==> config.mk <==
export PLATFORM = sky130hd
export DESIGN_NAME = wb_port_arbiter
export DESIGN_NICKNAME = d
export VERILOG_FILES = /design/src/rtl/wb_port_arbiter_pkg.sv /design/src/rtl/aux_wb_fifo.sv /design/src/rtl/wb_port_arbiter.sv
export SDC_FILE = /design/constraint.sdc
export NUM_CORES = 1
export LEC_CHECK = 0
export ABC_AREA = 0
export CORE_MARGIN = 4
export CORE_UTILIZATION = 56
export DETAILED_ROUTE_END_ITERATION = 10
export HOLD_SLACK_MARGIN = 0.03
export PLACE_DENSITY = 0.9
export SLEW_MARGIN = 20
export SYNTH_ARGS = -nofsm -noshare
export SYNTH_HDL_FRONTEND = slang
export SYNTH_SLANG_ARGS = --single-unit
==> constraint.sdc <==
create_clock -name clk -period 7.1 [get_ports clk]
set_input_delay 1.775 -clock clk [delete_from_list [all_inputs] [get_ports clk]]
set_output_delay 1.775 -clock clk [all_outputs]
set_load 0.03 [all_outputs]
==> src/rtl/wb_port_arbiter_pkg.sv <==
// Shared types for the register-file write-port arbiter.
// FSM states, writeback payload, aux entry and sizing constants.
package wb_port_arbiter_pkg;

  localparam int REG_COUNT = 16;
  localparam int AUX_DEPTH = 2;

  typedef enum logic {
    PIPE  = 1'b0,
    DRAIN = 1'b1
  } arb_state_e;

  typedef struct packed {
    logic        we;
    logic [31:0] data;
    logic [3:0]  dir;
  } wb_pay_t;

  typedef struct packed {
    logic [31:0] data;
    logic [3:0]  dir;
  } aux_ent_t;

endpackage

==> src/rtl/aux_wb_fifo.sv <==
// Two-entry FIFO holding auxiliary register-file writes.
// Ports: push/pop strobes, new entry in, head out, count and per-slot taps.
module aux_wb_fifo
  import wb_port_arbiter_pkg::*;
(
  input  logic                 clk,
  input  logic                 rst_n,
  input  logic                 push,
  input  aux_ent_t             push_ent,
  input  logic                 pop,
  output aux_ent_t             head,
  output logic [1:0]           count,
  output logic [AUX_DEPTH-1:0] ent_vld,
  output logic [3:0]           ent_dir [AUX_DEPTH]
);

  aux_ent_t   slot_q [AUX_DEPTH];
  logic [1:0] cnt_q;

  // Slot 0 is always the head; a pop shifts slot 1 down.
  always_ff @(posedge clk or negedge rst_n) begin
    if (!rst_n) begin
      cnt_q     <= 2'd0;
      slot_q[0] <= '0;
      slot_q[1] <= '0;
    end else begin
      unique case ({push, pop})
        2'b10: begin
          slot_q[cnt_q[0]] <= push_ent;
          cnt_q            <= cnt_q + 2'd1;
        end
        2'b01: begin
          slot_q[0] <= slot_q[1];
          cnt_q     <= cnt_q - 2'd1;
        end
        2'b11: begin
          // Push is only possible below two entries.
          slot_q[0] <= (cnt_q == 2'd1) ? push_ent
                                       : slot_q[1];
          slot_q[1] <= push_ent;
        end
        default: ;
      endcase
    end
  end

  assign head       = slot_q[0];
  assign count      = cnt_q;
  assign ent_vld[0] = (cnt_q != 2'd0);
  assign ent_vld[1] = (cnt_q == 2'd2);
  assign ent_dir[0] = slot_q[0].dir;
  assign ent_dir[1] = slot_q[1].dir;

endmodule

==> src/rtl/wb_port_arbiter.sv <==
// Arbitrates the register-file write port: pipeline first, aux on idle
// slots, forced one-cycle drain after MAX_WAIT lost cycles.
// Ports: MEM/WB write in, aux req/ready, RF write out, stall, mask, err.
module wb_port_arbiter
  import wb_port_arbiter_pkg::*;
#(
  parameter int unsigned MAX_WAIT = 8
) (
  input  logic        clk,
  input  logic        rst_n,
  input  logic        i_WE_MEM_WB,
  input  logic [31:0] i_WB_Data,
  input  logic [3:0]  i_WB_Dir,
  input  logic        i_aux_valid,
  input  logic [31:0] i_aux_data,
  input  logic [3:0]  i_aux_dir,
  output logic        o_aux_ready,
  output logic        o_RF_WE,
  output logic [31:0] o_RF_Data,
  output logic [3:0]  o_RF_Dir,
  output logic        o_stall,
  output logic [15:0] o_pend_mask,
  output logic        o_err
);

  localparam logic [7:0] WAIT_LAST = 8'(MAX_WAIT - 1);

  arb_state_e state_q, state_d;
  logic [7:0] wait_q, wait_d;
  logic       stall_q, stall_d;
  logic       err_q, err_d;
  wb_pay_t    rf_q;

  logic       push, pop, grant, sel_aux, empty;
  aux_ent_t   push_ent, head;
  logic [1:0] count;
  logic [AUX_DEPTH-1:0] ent_vld;
  logic [3:0] ent_dir [AUX_DEPTH];

  assign o_aux_ready = rst_n && (count != 2'd2);
  assign push        = i_aux_valid && o_aux_ready;
  assign push_ent    = '{data: i_aux_data,
                         dir:  i_aux_dir};
  assign empty       = (count == 2'd0);

  aux_wb_fifo u_fifo (
    .clk      (clk),
    .rst_n    (rst_n),
    .push     (push),
    .push_ent (push_ent),
    .pop      (pop),
    .head     (head),
    .count    (count),
    .ent_vld  (ent_vld),
    .ent_dir  (ent_dir)
  );

  always_comb begin
    state_d = state_q;
    wait_d  = wait_q;
    err_d   = err_q;
    pop     = 1'b0;
    grant   = 1'b0;
    sel_aux = 1'b0;
    unique case (state_q)
      PIPE: begin
        if (i_WE_MEM_WB) begin
          grant = 1'b1;
          if (empty) begin
            wait_d = 8'd0;
          end else if (wait_q == WAIT_LAST) begin
            wait_d  = wait_q + 8'd1;
            state_d = DRAIN;
          end else begin
            wait_d = wait_q + 8'd1;
          end
        end else begin
          wait_d = 8'd0;
          if (!empty) begin
            pop     = 1'b1;
            grant   = 1'b1;
            sel_aux = 1'b1;
          end
        end
      end
      DRAIN: begin
        // Pipeline write in this cycle is dropped.
        pop     = !empty;
        grant   = !empty;
        sel_aux = 1'b1;
        wait_d  = 8'd0;
        state_d = PIPE;
        if (i_WE_MEM_WB) err_d = 1'b1;
      end
      default: state_d = PIPE;
    endcase
    stall_d = (state_d == DRAIN);
  end

  always_ff @(posedge clk or negedge rst_n) begin
    if (!rst_n) begin
      state_q <= PIPE;
      wait_q  <= 8'd0;
      stall_q <= 1'b0;
      err_q   <= 1'b0;
      rf_q    <= '0;
    end else begin
      state_q <= state_d;
      wait_q  <= wait_d;
      stall_q <= stall_d;
      err_q   <= err_d;
      rf_q.we <= grant;
      if (grant) begin
        rf_q.data <= sel_aux ? head.data
                             : i_WB_Data;
        rf_q.dir  <= sel_aux ? head.dir
                             : i_WB_Dir;
      end
    end
  end

  always_comb begin
    o_pend_mask = '0;
    for (int i = 0; i < AUX_DEPTH; i++) begin
      if (ent_vld[i]) o_pend_mask[ent_dir[i]] = 1'b1;
    end
  end

  assign o_RF_WE   = rf_q.we;
  assign o_RF_Data = rf_q.data;
  assign o_RF_Dir  = rf_q.dir;
  assign o_stall   = stall_q;
  assign o_err     = err_q;

endmodule

==> results.yml <==
worst_setup_path:
  endpoint_kind: "output port"
  timing.rr.start: "u_fifo.count[0]$_DFFE_PN0P_"
  cp_max_fo: 38
  critPathMaxStageDelay_ps: 700
  worst-endpoint-arrival_ps: 3820
  worst_path_max_delay_cell: "ha_2"
  cp-start-kind: "register"
  crit_path_cell_trace: "inv_2, ha_2, buf_4, nor2_1, nand2_1, o22ai_1, clkdlybuf4s50_1"
  critPathKind: "register to output port"
  r2r_slack_ps: 1940
  crit_start: "u_fifo.count[0]$_DFFE_PN0P_"
  reg2reg_to: "u_fifo.slot_q[17]$_DFFE_PN0P_"
  ff2ff_path_depth: 9
  cp.required_ps: 5330
floorplan:
  io_pins: 132
  rows: 38
  dieArea_sq_um: 13270
  die_x_um: 115.2
  fp.dieH_um: 115.2
  initial_core_util_pct: 58.34
  core_region_area_sq_um: 11030
job:
  cap_violations: 0
hold_path:
  min_to: "o_err$_DFFE_PN0P_"
  worstHoldStart: "o_err$_DFFE_PN0P_"
  hold_depth: 1
  hold_path_class: "register to register"
place:
  hpwlAfterDp_um: 10470
  place.gp.congestion: 0.8578
  placement.setup.worst_slack_ps: 1370
  place_area_sq_um: 7629
  dp.cells: 806
  placement.io_buffers: 131
synth:
  synth_cell_types: 41
  postSynthCellCount: 575
  synth_edf_count: 0
  yosysTopAreaCell: "dfrtp_1"
  avgSynthCellArea_sq_um: 11.19
  async_flop_share_pct: 100.0
  ys_ff_latch: 121
  ys_top_cells_by_count: "dfrtp_1, nand2_1, mux2_2"
  yosysWarnings: 0
  syn_area_sq_um: 6435
  synth_area_leaders: "dfrtp_1, mux2_2, mux2i_1"
  synth_top_area_share_pct: 47.05
  synth_ff_type: "dfrtp_1"
  synthMostInstantiatedCell: "dfrtp_1"
  syn_nets: 661
  yosysSeqAreaShare_pct: 47.05
clock_tree:
  postCtsSetupBuffers: 0
  numCtsBuffers: 17
  cts_hold_buf: 0
  cts_root_buf: "clkbuf_16"
  clkSlewWorstSetupHoldPaths_ps: 50
  clkSinkCount: 121
  cts_resized: 0
  htree_levels: 4
  cts_tree: "yes"
  cts_buffer_depth: 2
  clock_latency_ps: 420
detailed_routing:
  drcViolationCount: 0
  wl_um: 17190
  dr.first_iter.drc_count: 400
  num_vias: 5302
  ant_nets: 0
  dr.pass1.iters: 6
  post_drt_wl_per_cell_um: 20.51
  avgViaCountPerCell: 6.327
layout:
  final_area_sq_um: 8263
  instances_no_fill: 838
  regArea_sq_um: 3028
  diodes: 0
  multi_input_area_sq_um: 2914
  nets: 772
  area_growth_pct: 28.41
  drive_above_1_share_pct: 16.19
  fillers: 718
timing:
  drv_slew: 0
  rsz0062_at_grt: "no"
  relSlewSlack_pct: 30.02
  hold_viol: 0
  tightestPinTransition_ps: 1047
  max_freq_ghz: 0.1786
  min_period_ps: 5599
  period_share_pct: 78.86
  fin_skew_ps: 6.307
  setup_viol: 0
  fin_setup_tns_ps: 0
  fin_ws_ps: 1501
pwr:
  power_frac_comb_pct: 44.7
  p_int_uw: 2322
  p_leak_uw: 0.003474
  power_frac_seq_pct: 31.9
  clkPwrFrac_pct: 23.4
  totalPowerFinal_uw: 3786
  power_switching_uw: 1464
  ir_drop_mv: 0.2235
  power.density_nw_per_um2: 458.2
  switching_share_pct: 38.68
global_routing:
  grt-ovfl-total: 0
  grt.total_usage_pct: 26.16
  grt_pass1_wl_um: 27370
  grt_pass1_vias: 5547
  antenna_found_initial: 0
  grt_max_degree: 75
status:
  status: "complete, no violations"
[how the worst max path moves through the flow]
stage	endpoint	slack (ps)	cells past startpoint
after floorplan	o_aux_ready	3060	1
after global placement	u_fifo.ent_dir[6]$_DFFE_PN0P_	1550	7
after detailed placement	u_fifo.ent_dir[6]$_DFFE_PN0P_	1370	7
after CTS	o_pend_mask[7]	1550	7
after global routing	o_pend_mask[7]	1400	7
final	o_pend_mask[7]	1500	7
[final cells by class]
type	instances	share of cell area, %
clock buffers	24	5.951
clock inverters	7	1.393
inverters	44	1.999
multi-input cells	365	35.27
flip-flops and latches	121	36.64
well taps	140	2.120
repair buffers	137	16.63
[logic make-up (layout without fill, tap and decap cells)]
logic type | after synthesis | after routing | share of synthesized area, %
compound gates | 169 | 169 | 19.56
flops | 121 | 121 | 47.05
mux | 99 | 99 | 16.94
buf+inv | 89 | 212 | 7.933
simple gates | 80 | 80 | 5.619
fa+ha+maj | 10 | 10 | 1.944
xor+xnor | 7 | 7 | 0.9528
[power by group through the flow]
stage,Sequential (uW),Combinational [uW],Clock [uW]
after global routing,1240,1810,931
after CTS,1200,1660,893
after floorplan,1270,1130,0
after global placement,1180,1560,0
final,1210,1690,888
after detailed placement,1200,1640,0
[registers in the layout, indices dropped and copies added (netlist names)]
signal / count
o_RF_Data: 32
o_RF_Dir: 4
o_RF_WE: 1
o_err: 1
o_stall: 1
u_fifo.count: 2
u_fifo.ent_dir: 8
u_fifo.head: 32
u_fifo.slot_q: 32
wait_q: 8
[layer usage]
metal	vias to the layer above	global-route usage, %	share of wire (%)
met4	0	10.41	2.4
li1	2344	-	-
met5	-	0	0
met2	302	43.71	50
met1	2608	32.53	40
met3	48	6.789	7.7
[critical path: cells and delay by family (launching register included)]
family / cells / cell delay [ps]
fa+ha+maj: 1 / 700
simple gates: 2 / 340
compound gates: 1 / 130
flops: 1 / 490
buf+inv: 3 / 1700
[through the flow]
step                      hold WS (ps)  utilization [%]
final                            462.9            74.91
after global routing             476.1            74.91
after CTS                        460.6            74.66
after detailed placement         448.9            69.16
after global placement           441.4            69.16
after floorplan                  459.9                -
[placed cells by master, fill, tap and decap left out, types with 2 or more instances in the layout]
cell type          n
a21oi_1           38
a221oi_1          23
a221oi_2          13
buf_4              6
bufinv_16          3
clkbuf_1           3
clkbuf_16         17
clkbuf_8           4
clkdlybuf4s50_1  130
clkinv_2           2
clkinvlp_4         2
dfrtp_1          121
ha_1               6
ha_2               4
inv_1             41
inv_2              3
mux2_1            12
mux2_2            47
mux2_4             5
mux2i_1           35
nand2_1           49
nand2b_1           5
nand3_1            7
nor2_1             9
o21ai_0           39
o22ai_1           12
o32ai_1           40
xnor2_1            5
xor2_1             2
(Power assumes the default switching activity.)
